$ cat src/rtl/apb4_ps2_ctrl.sv
// rtl/apb4_ps2_ctrl.sv - APB4 PS/2 receive controller with byte FIFO and level interrupt
module apb4_ps2_ctrl #(
    parameter int FIFO_DEPTH = 16,
    parameter int TIMEOUT    = 50000
) (
    input  logic        clk_i,
    input  logic        rst_i,
    input  logic [31:0] paddr,
    input  logic [2:0]  pprot,
    input  logic        psel,
    input  logic        penable,
    input  logic        pwrite,
    input  logic [31:0] pwdata,
    input  logic [3:0]  pstrb,
    output logic        pready,
    output logic        pslverr,
    output logic [31:0] prdata,
    input  logic        ps2_clk_i,
    input  logic        ps2_dat_i,
    output logic        irq_o
);
    localparam int AW = $clog2(FIFO_DEPTH);
    localparam int CW = AW + 1;
    localparam int TW = $clog2(TIMEOUT + 1);

    logic [1:0]    clk_sync;
    logic [1:0]    dat_sync;
    logic          clk_prev;
    logic          fall;
    logic          bit_in;
    logic [3:0]    bit_cnt;
    logic [9:0]    shreg;
    logic [TW-1:0] tmo_cnt;
    logic          frame_done;
    logic          frame_ok;
    logic          push_req;
    logic          perr_set;
    logic          ctrl_en;
    logic          ctrl_itn;
    logic          ovf;
    logic          perr;
    logic          irq_q;
    logic [7:0]    mem [FIFO_DEPTH];
    logic [AW-1:0] wptr;
    logic [AW-1:0] rptr;
    logic [CW-1:0] count;
    logic          full;
    logic          nempty;
    logic          push;
    logic          pop;
    logic          ovf_set;
    logic          wr_en;
    logic          rd_acc;
    logic [1:0]    reg_sel;
    logic [4:0]    cnt_field;
    logic          unused_ok;

    assign pready    = 1'b1;
    assign pslverr   = 1'b0;
    assign irq_o     = irq_q;
    assign unused_ok = ^{pprot, pstrb, paddr[31:4], paddr[1:0], pwdata[31:3]};

    // Synchronizers idle high so reset never looks like a falling edge
    always_ff @(posedge clk_i) begin
        if (rst_i) begin
            clk_sync <= 2'b11;
            dat_sync <= 2'b11;
            clk_prev <= 1'b1;
        end else begin
            clk_sync <= {clk_sync[0], ps2_clk_i};
            dat_sync <= {dat_sync[0], ps2_dat_i};
            clk_prev <= clk_sync[1];
        end
    end

    assign fall   = clk_prev & ~clk_sync[1];
    assign bit_in = dat_sync[1];

    // shreg[0] holds start, [8:1] the data byte, [9] parity once 10 bits are in
    assign frame_done = ctrl_en & fall & (bit_cnt == 4'd10);
    assign frame_ok   = ~shreg[0] & bit_in & (^shreg[9:1]);
    assign push_req   = frame_done & frame_ok;
    assign perr_set   = frame_done & ~frame_ok;

    always_ff @(posedge clk_i) begin
        if (rst_i || !ctrl_en) begin
            bit_cnt <= 4'd0;
            tmo_cnt <= '0;
            shreg   <= '0;
        end else if (fall) begin
            tmo_cnt <= '0;
            shreg   <= {bit_in, shreg[9:1]};
            bit_cnt <= (bit_cnt == 4'd10) ? 4'd0 : bit_cnt + 4'd1;
        end else if (bit_cnt != 4'd0) begin
            if (tmo_cnt == TW'(TIMEOUT - 1)) begin
                bit_cnt <= 4'd0;
                tmo_cnt <= '0;
            end else begin
                tmo_cnt <= tmo_cnt + TW'(1);
            end
        end
    end

    assign wr_en   = psel & penable & pwrite;
    assign rd_acc  = psel & penable & ~pwrite;
    assign reg_sel = paddr[3:2];
    assign nempty  = (count != '0);
    assign full    = (count == CW'(FIFO_DEPTH));
    assign pop     = rd_acc & (reg_sel == 2'd1) & nempty;
    // A pop on the same edge frees the slot a full-FIFO push needs
    assign push    = push_req & (~full | pop);
    assign ovf_set = push_req & full & ~pop;

    always_ff @(posedge clk_i) begin
        if (push) begin
            mem[wptr] <= shreg[8:1];
        end
    end

    always_ff @(posedge clk_i) begin
        if (rst_i) begin
            wptr  <= '0;
            rptr  <= '0;
            count <= '0;
        end else begin
            if (push) begin
                wptr <= wptr + AW'(1);
            end
            if (pop) begin
                rptr <= rptr + AW'(1);
            end
            case ({push, pop})
                2'b10:   count <= count + CW'(1);
                2'b01:   count <= count - CW'(1);
                default: count <= count;
            endcase
        end
    end

    // Sticky flags: a set on the same edge as a W1C clear wins
    always_ff @(posedge clk_i) begin
        if (rst_i) begin
            ctrl_en  <= 1'b0;
            ctrl_itn <= 1'b0;
            ovf      <= 1'b0;
            perr     <= 1'b0;
            irq_q    <= 1'b0;
        end else begin
            if (wr_en && reg_sel == 2'd0) begin
                ctrl_en  <= pwdata[0];
                ctrl_itn <= pwdata[1];
            end
            ovf   <= ovf_set  | (ovf  & ~(wr_en & (reg_sel == 2'd2) & pwdata[1]));
            perr  <= perr_set | (perr & ~(wr_en & (reg_sel == 2'd2) & pwdata[2]));
            irq_q <= ctrl_itn & nempty;
        end
    end

    assign cnt_field = 5'(count);

    always_comb begin
        prdata = '0;
        if (psel && !pwrite) begin
            case (reg_sel)
                2'd0:    prdata[1:0] = {ctrl_itn, ctrl_en};
                2'd1:    prdata[7:0] = nempty ? mem[rptr] : 8'h00;
                2'd2:    prdata[7:0] = {cnt_field, perr, ovf, nempty};
                default: prdata = '0;
            endcase
        end
    end
endmodule

$ cat config.mk
export PLATFORM = sky130hd
export DESIGN_NAME = apb4_ps2_ctrl
export DESIGN_NICKNAME = d
export VERILOG_FILES = /design/src/rtl/apb4_ps2_ctrl.sv
export SDC_FILE = /design/constraint.sdc
export NUM_CORES = 1
export LEC_CHECK = 0
export CORE_MARGIN = 3
export CORE_UTILIZATION = 55
export CTS_BUF_LIST = sky130_fd_sc_hd__clkbuf_4 sky130_fd_sc_hd__clkbuf_8
export DETAILED_ROUTE_END_ITERATION = 8
export DONT_BUFFER_PORTS = 1
export PLACE_DENSITY = 0.71
export SYNTH_ARGS = -nofsm -noshare
export SYNTH_HDL_FRONTEND = slang
export SYNTH_SLANG_ARGS = --single-unit
export TNS_END_PERCENT = 100
$ cat constraint.sdc
create_clock -name clk_i -period 5.4 [get_ports clk_i]
set_input_delay 0.27 -clock clk_i [delete_from_list [all_inputs] [get_ports clk_i]]
set_output_delay 0.27 -clock clk_i [all_outputs]
set_load 0.005 [all_outputs]
==> metrics.cfg, run 1 <==
[run_status]
status=complete, no violations

[worst_setup_path]
cp_slowest_cell=dfxtp_1
required_ns=5.75
crit_family=flip-flops
path_max_fanout=19
crit_top_cell=nor2b_1
worstSetupEndpoint=cnt_field[4]$_SDFFE_PP0P_
critPathKind=reg2reg
r2r-start=shreg[4]$_SDFFE_PP0N_
crit_chain=xor2_1 -> xnor3_2 -> mux2i_4 -> nor2b_1 -> inv_1 -> fa_1 -> nor2b_1 -> o21ai_0 -> nand2_1 -> a2bb2oi_1 -> mux2_2
arrival_ns=3.89
r2r_setup_slack_ns=1.86
r2r_cells=11
slowest_delay_ns=0.82
end_kind=flip-flop
r2r-end=cnt_field[4]$_SDFFE_PP0P_
start_kind=flip-flop
crit_start=shreg[4]$_SDFFE_PP0N_
path_buf_inv=1
path_depth=11

[pwr]
peakVddDrop_mv=0.264
power_leakage_uw=0.00310
p_per_area_mw_per_mm2=296

[synthesis]
ys_warn_count=0
netlist_area_mm2=0.00785
synth_cells=542
synth-edff-count=128
synth-seq-cells=185
synth_ff_type=edfxtp_1
synth.top_cells.by_area=edfxtp_1, dfxtp_1, mux4_2, ha_1, nor2_1
ys_seq_area_share_pct=63.5
syn_area_per_cell_um2=14.5
async_flop_share_pct=0
yosys.area.top_type=edfxtp_1
synth_top_area_share_pct=49.0
synth_cell_types=53

[min_path]
hold_class=in2reg

[layout]
final_common_cell=edfxtp_1
final_cell_mix=edfxtp_1, dfxtp_1, nor2_1
drive_gt1_share_pct=15.7
fin_nets=644
diodes=0
area_growth_pct=7.04

[sta]
grt_setup_unrepaired=false
worst_pin_slew_ns=0.863
tns_ns=0
slew_headroom_pct=42.2
fin_worst_skew_ns=0.0140
period_needed_ns=3.54
setup_violations=0
timing.final.crit_share_pct=65.6
hold_violations=0
slew_viol_final=0
setup_slack_ns=1.86
fmax_mhz=282

[route]
drt_pass1_iterations=7
finalWirelength_mm=14.3
dr_total_vias=4275
route.detailed.drc=0
dr.first_iter.drc_count=340
drtAntennaViolNets=0
wl_per_cell_um=19.3
drt-vias-per-instance=5.76

[clocking]
clockBufferDepth=2
clock-sinks=185
cts_root_buf=clkbuf_8
cts-buffers-inserted=17
clk_latency_ns=0.46
path_clk_slew_ns=0.09
cts_tree=built
cts_resized=0
htreeDepth=4

[place]
pre_cts_slack_ns=1.89
gp_congestion=0.839
hpwl_mm=9.48
port_buffers=0

[grt]
first_global_vias=4219
overflow=0
grt_pass1_wl_mm=23.1
antenna_found_initial=0
grt_usage_pct=19.3
grt_max_degree=33

[die]
dieWidth_um=125
die-area_mm2=0.0157
pin_count=113
core_mm2=0.0139
num_rows=43
initial_utilization_pct=56.3
die_h_um=125

[job]
drv_cap=0

==> synth_stat cells, types with 2 or more instances <==
cell type and count:
and3b_1 3, ha_1 16, mux4_2 32, or3_1 4, buf_2 4, nor2b_1 10
nor2_1 53, nand4_1 9, or3b_2 2, a22oi_1 18, o21ai_2 2, and2_1 3
clkbuf_1 11, buf_1 5, inv_1 12, edfxtp_1 128, nand3_1 3, dfxtp_1 57
a22o_1 10, o21ai_1 2, and3_1 6, o21ai_0 5, conb_1 2, a221oi_1 2
nand2_1 24, xnor2_1 10, mux2i_1 8, buf_4 26, xor2_1 15, nor3_1 8
a21oi_1 20, nand2b_1 5, or2_2 7
==> worst min path at each step <==
stage	start	endpoint	slack [ns]	cells past startpoint
3_3_place_gp	rst_i	cnt_field[0]$_SDFFE_PP0P_	0.34	1
3_5_place_dp	rst_i	ctrl_en$_SDFFE_PP0P_	0.35	1
4_1_cts	rst_i	cnt_field[4]$_SDFFE_PP0P_	0.01	2
6_report	rst_i	cnt_field[4]$_SDFFE_PP0P_	0.04	2
2_1_floorplan	ps2_clk_i	clk_sync[0]$_SDFF_PP1_	0.37	1
5_1_grt	rst_i	cnt_field[4]$_SDFFE_PP0P_	0.02	2
==> report_power, final <==
part / total, uW / internal, uW / switching, uW
clock: 967 / 476 / 491
combinational: 19.5 / 6.76 / 12.8
sequential: 1500 / 1500 / 0.841
==> what timing repair did <==
item                                    4_1_cts  5_1_grt
buffers inserted                              0        0
endpoints found under the hold margin        26        0
hold buffers                                  5        0
endpoints found under the setup margin        0        0
==> per-layer routing <==
layer | vias up | share of wire [%] | GRT usage (%)
li1 | 1993 | - | -
met1 | 2127 | 41 | 25.1
met2 | 132 | 51 | 32.0
met3 | 23 | 6.0 | 4.70
met4 | 0 | 1.5 | 6.31
met5 | - | 0 | 0
==> kinds of logic after synthesis <==
group	Yosys count	synth area share (%)
AO/OA/AOI/OAI	65	5.79
AND/OR/NAND/NOR	144	9.28
multiplexers	42	10.6
XOR/XNOR	28	3.68
buffers and inverters	59	4.22
adder cells (fa/ha/maj)	17	2.81
other	2	0.0957
flip-flops	185	63.5
==> cell type report <==
| type | instances | area, um2 |
|---|---|---|
| Fill cell | 1033 | 5530 |
| Tap cell | 180 | 225 |
| Clock buffer | 18 | 241 |
| Sequential cell | 185 | 4990 |
| Clock inverter | 14 | 186 |
| Timing Repair Buffer | 11 | 95.1 |
| Multi-Input combinational cell | 322 | 2620 |
| Inverter | 12 | 45.0 |
==> sequential cells by signal, indices dropped and copies added (netlist names), named ones only <==
name,cells
perr,1
ctrl_en,1
shreg,10
clk_sync,2
ovf,1
clk_prev,1
cnt_field,5
bit_cnt,4
wptr,4
dat_sync,2
ctrl_itn,1
rptr,4
irq_o,1
tmo_cnt,16
mem,128
==> stage by stage <==
stage          hold WS (ns)  instances  area [um2]  total power (uW)  utilization (%)
2_1_floorplan         0.374        566        7940              1560                -
3_3_place_gp          0.344        705        7930              1540             56.9
4_1_cts             0.00972        742        8400              2500             60.3
6_report             0.0391        742        8400              2480             60.3
5_1_grt              0.0223        742        8400              2580             60.3
3_5_place_dp          0.346        705        7930              1540             56.9
==> worst reg2reg max path: stages, from the launching register on <==
cell and delay (ns):
dfxtp_1 0.82, xor2_1 0.20, xnor3_2 0.49, mux2i_4 0.25, nor2b_1 0.29, inv_1 0.11
fa_1 0.42, nor2b_1 0.12, o21ai_0 0.11, nand2_1 0.10, a2bb2oi_1 0.19, mux2_2 0.34
Power figures use the tool's default switching activity.
==> run 2, diff against run 1 <==
- clock period: 5.4 -> 3.5 ns (I/O delays scaled with it)
==> metrics.cfg, run 2 (same netlist as run 1, synthesis figures left out) <==
[grt]
use_met1_pct=25.1
grt_usage_pct=19.6
grt_max_degree=29
top_usage_layer=met2
met3_usage_pct=4.14
antenna_found_initial=0
overflow=0
use_met2_pct=33.2
first_global_vias=4354
grt_pass1_wl_mm=23.4

[worst_setup_path]
r2r-start=shreg[4]$_SDFFE_PP0N_
start_kind=flip-flop
crit_chain=xor2_1 -> xnor3_2 -> mux2i_4 -> nor2b_1 -> inv_1 -> fa_1 -> nor2b_1 -> o21ai_0 -> nand2_1 -> a2bb2oi_1 -> mux2_2
slowest_delay_ns=0.50
critPathKind=reg2reg
path_max_fanout=6
path_buf_inv=1
r2r_setup_slack_ns=0.42
required_ns=3.84
crit_family=XOR/XNOR gates
arrival_ns=3.41
crit_start=shreg[4]$_SDFFE_PP0N_
end_kind=flip-flop
cp_slowest_cell=xnor3_2
crit_top_cell=nor2b_1

[layout]
largest_register_ffs=128
final_common_cell=edfxtp_1
nFillCells=1003
stdcell_area_mm2=0.00859
regMostFlops=mem
fin_nets=666
diodes=0
largestRegisters=mem: 128 flops, tmo_cnt: 16 flops, shreg: 10 flops
area_growth_pct=9.44
final_cell_mix=edfxtp_1, dfxtp_1, nor2_1
drive_gt1_share_pct=18.2

[sta]
setup_slack_ns=0.424
tns_ns=0
timing.final.crit_share_pct=87.9
fin_worst_skew_ns=0.00900
period_needed_ns=3.08
slew_viol_final=0
slew_headroom_pct=41.0
worst_pin_slew_ns=0.882
grt_setup_unrepaired=false
fmax_mhz=325
hold_violations=0
setup_violations=0
hold-worst-slack_ns=0.0457

[min_path]
hold_start=pwrite
hold_class=in2reg

[route]
drtAntennaViolNets=0
wl_per_cell_um=19.3
dr.first_iter.drc_count=360
route.detailed.drc=0
drt-vias-per-instance=5.71
dr_total_vias=4360
drt_pass1_iterations=5
finalWirelength_mm=14.8

[place]
gp_congestion=0.859
pre_cts_slack_ns=0.443
place_area_mm2=0.00810
port_buffers=0
hpwl_mm=9.96

[die]
die_h_um=125
pin_count=113
die-area_mm2=0.0157
dieWidth_um=125
num_rows=43
initial_utilization_pct=56.3
core_mm2=0.0139

[pwr]
p_per_area_mw_per_mm2=448
p_int_uw=3130
clkPwrFrac_pct=39.3
peakVddDrop_mv=0.330
power_leakage_uw=0.00323
p_comb_share_pct=0.8
pwr-share-seq_pct=59.9
swShare_pct=18.8
p_switching_uw=725

[clocking]
htreeDepth=4
cts_root_buf=clkbuf_8
clockBufferDepth=2
cts_resized=0
clock-sinks=185
clk_latency_ns=0.44
path_clk_slew_ns=0.09
post_cts_buffers=0
cts_tree=built
postCtsHoldBufs=6
cts-buffers-inserted=17

[job]
drv_cap=0

[run_status]
status=complete, no violations

-- run 2: layout make-up --
type / instances / area (um2) / share of cell area (%)
Sequential cell: 185 / 4990 / 58.0
Inverter: 12 / 45.0 / 0.524
Multi-Input combinational cell: 322 / 2620 / 30.5
Clock buffer: 19 / 262 / 3.04
Clock inverter: 13 / 174 / 2.02
Timing Repair Buffer: 33 / 275 / 3.20
Tap cell: 180 / 225 / 2.62
-- run 2: tightest hold or removal path, delay by kind of cell --
kind | cells | cell delay (ns)
multiplexers | 1 | 0.09
AND/OR/NAND/NOR | 2 | 0.19
-- run 2: final timing paths --
| kind | end | cells past startpoint |
|---|---|---|
| setup / recovery | cnt_field[4]$_SDFFE_PP0P_ | 11 |
| hold / removal | ctrl_itn$_SDFFE_PP0P_ | 3 |
| setup reg to reg | cnt_field[4]$_SDFFE_PP0P_ | 11 |
| hold reg to reg | dat_sync[1]$_SDFF_PP1_ | 1 |
-- run 2: routing by layer --
metal	up-vias	wire [um]
li1	2034	-
met1	2189	6090
met2	116	7620
met3	21	722
met4	0	319
met5	-	0
-- run 2: power by group through the flow --
stage                     sequential (uW)  combinational (uW)  clock (uW)
after CTS                            2310                29.8        1550
after floorplan                      2360                43.1           0
after global placement               2360                20.1           0
after detailed placement             2360                21.0           0
final                                2310                30.7        1510
after global routing                 2310                34.5        1640
-- run 2: metrics by stage --
| step | std cells | utilization, % | total power (uW) |
|---|---|---|---|
| 2_1_floorplan | 566 | - | 2400 |
| 3_3_place_gp | 726 | 58.1 | 2380 |
| 3_5_place_dp | 726 | 58.1 | 2380 |
| 4_1_cts | 764 | 61.7 | 3890 |
| 5_1_grt | 764 | 61.7 | 3980 |
| 6_report | 764 | 61.7 | 3850 |
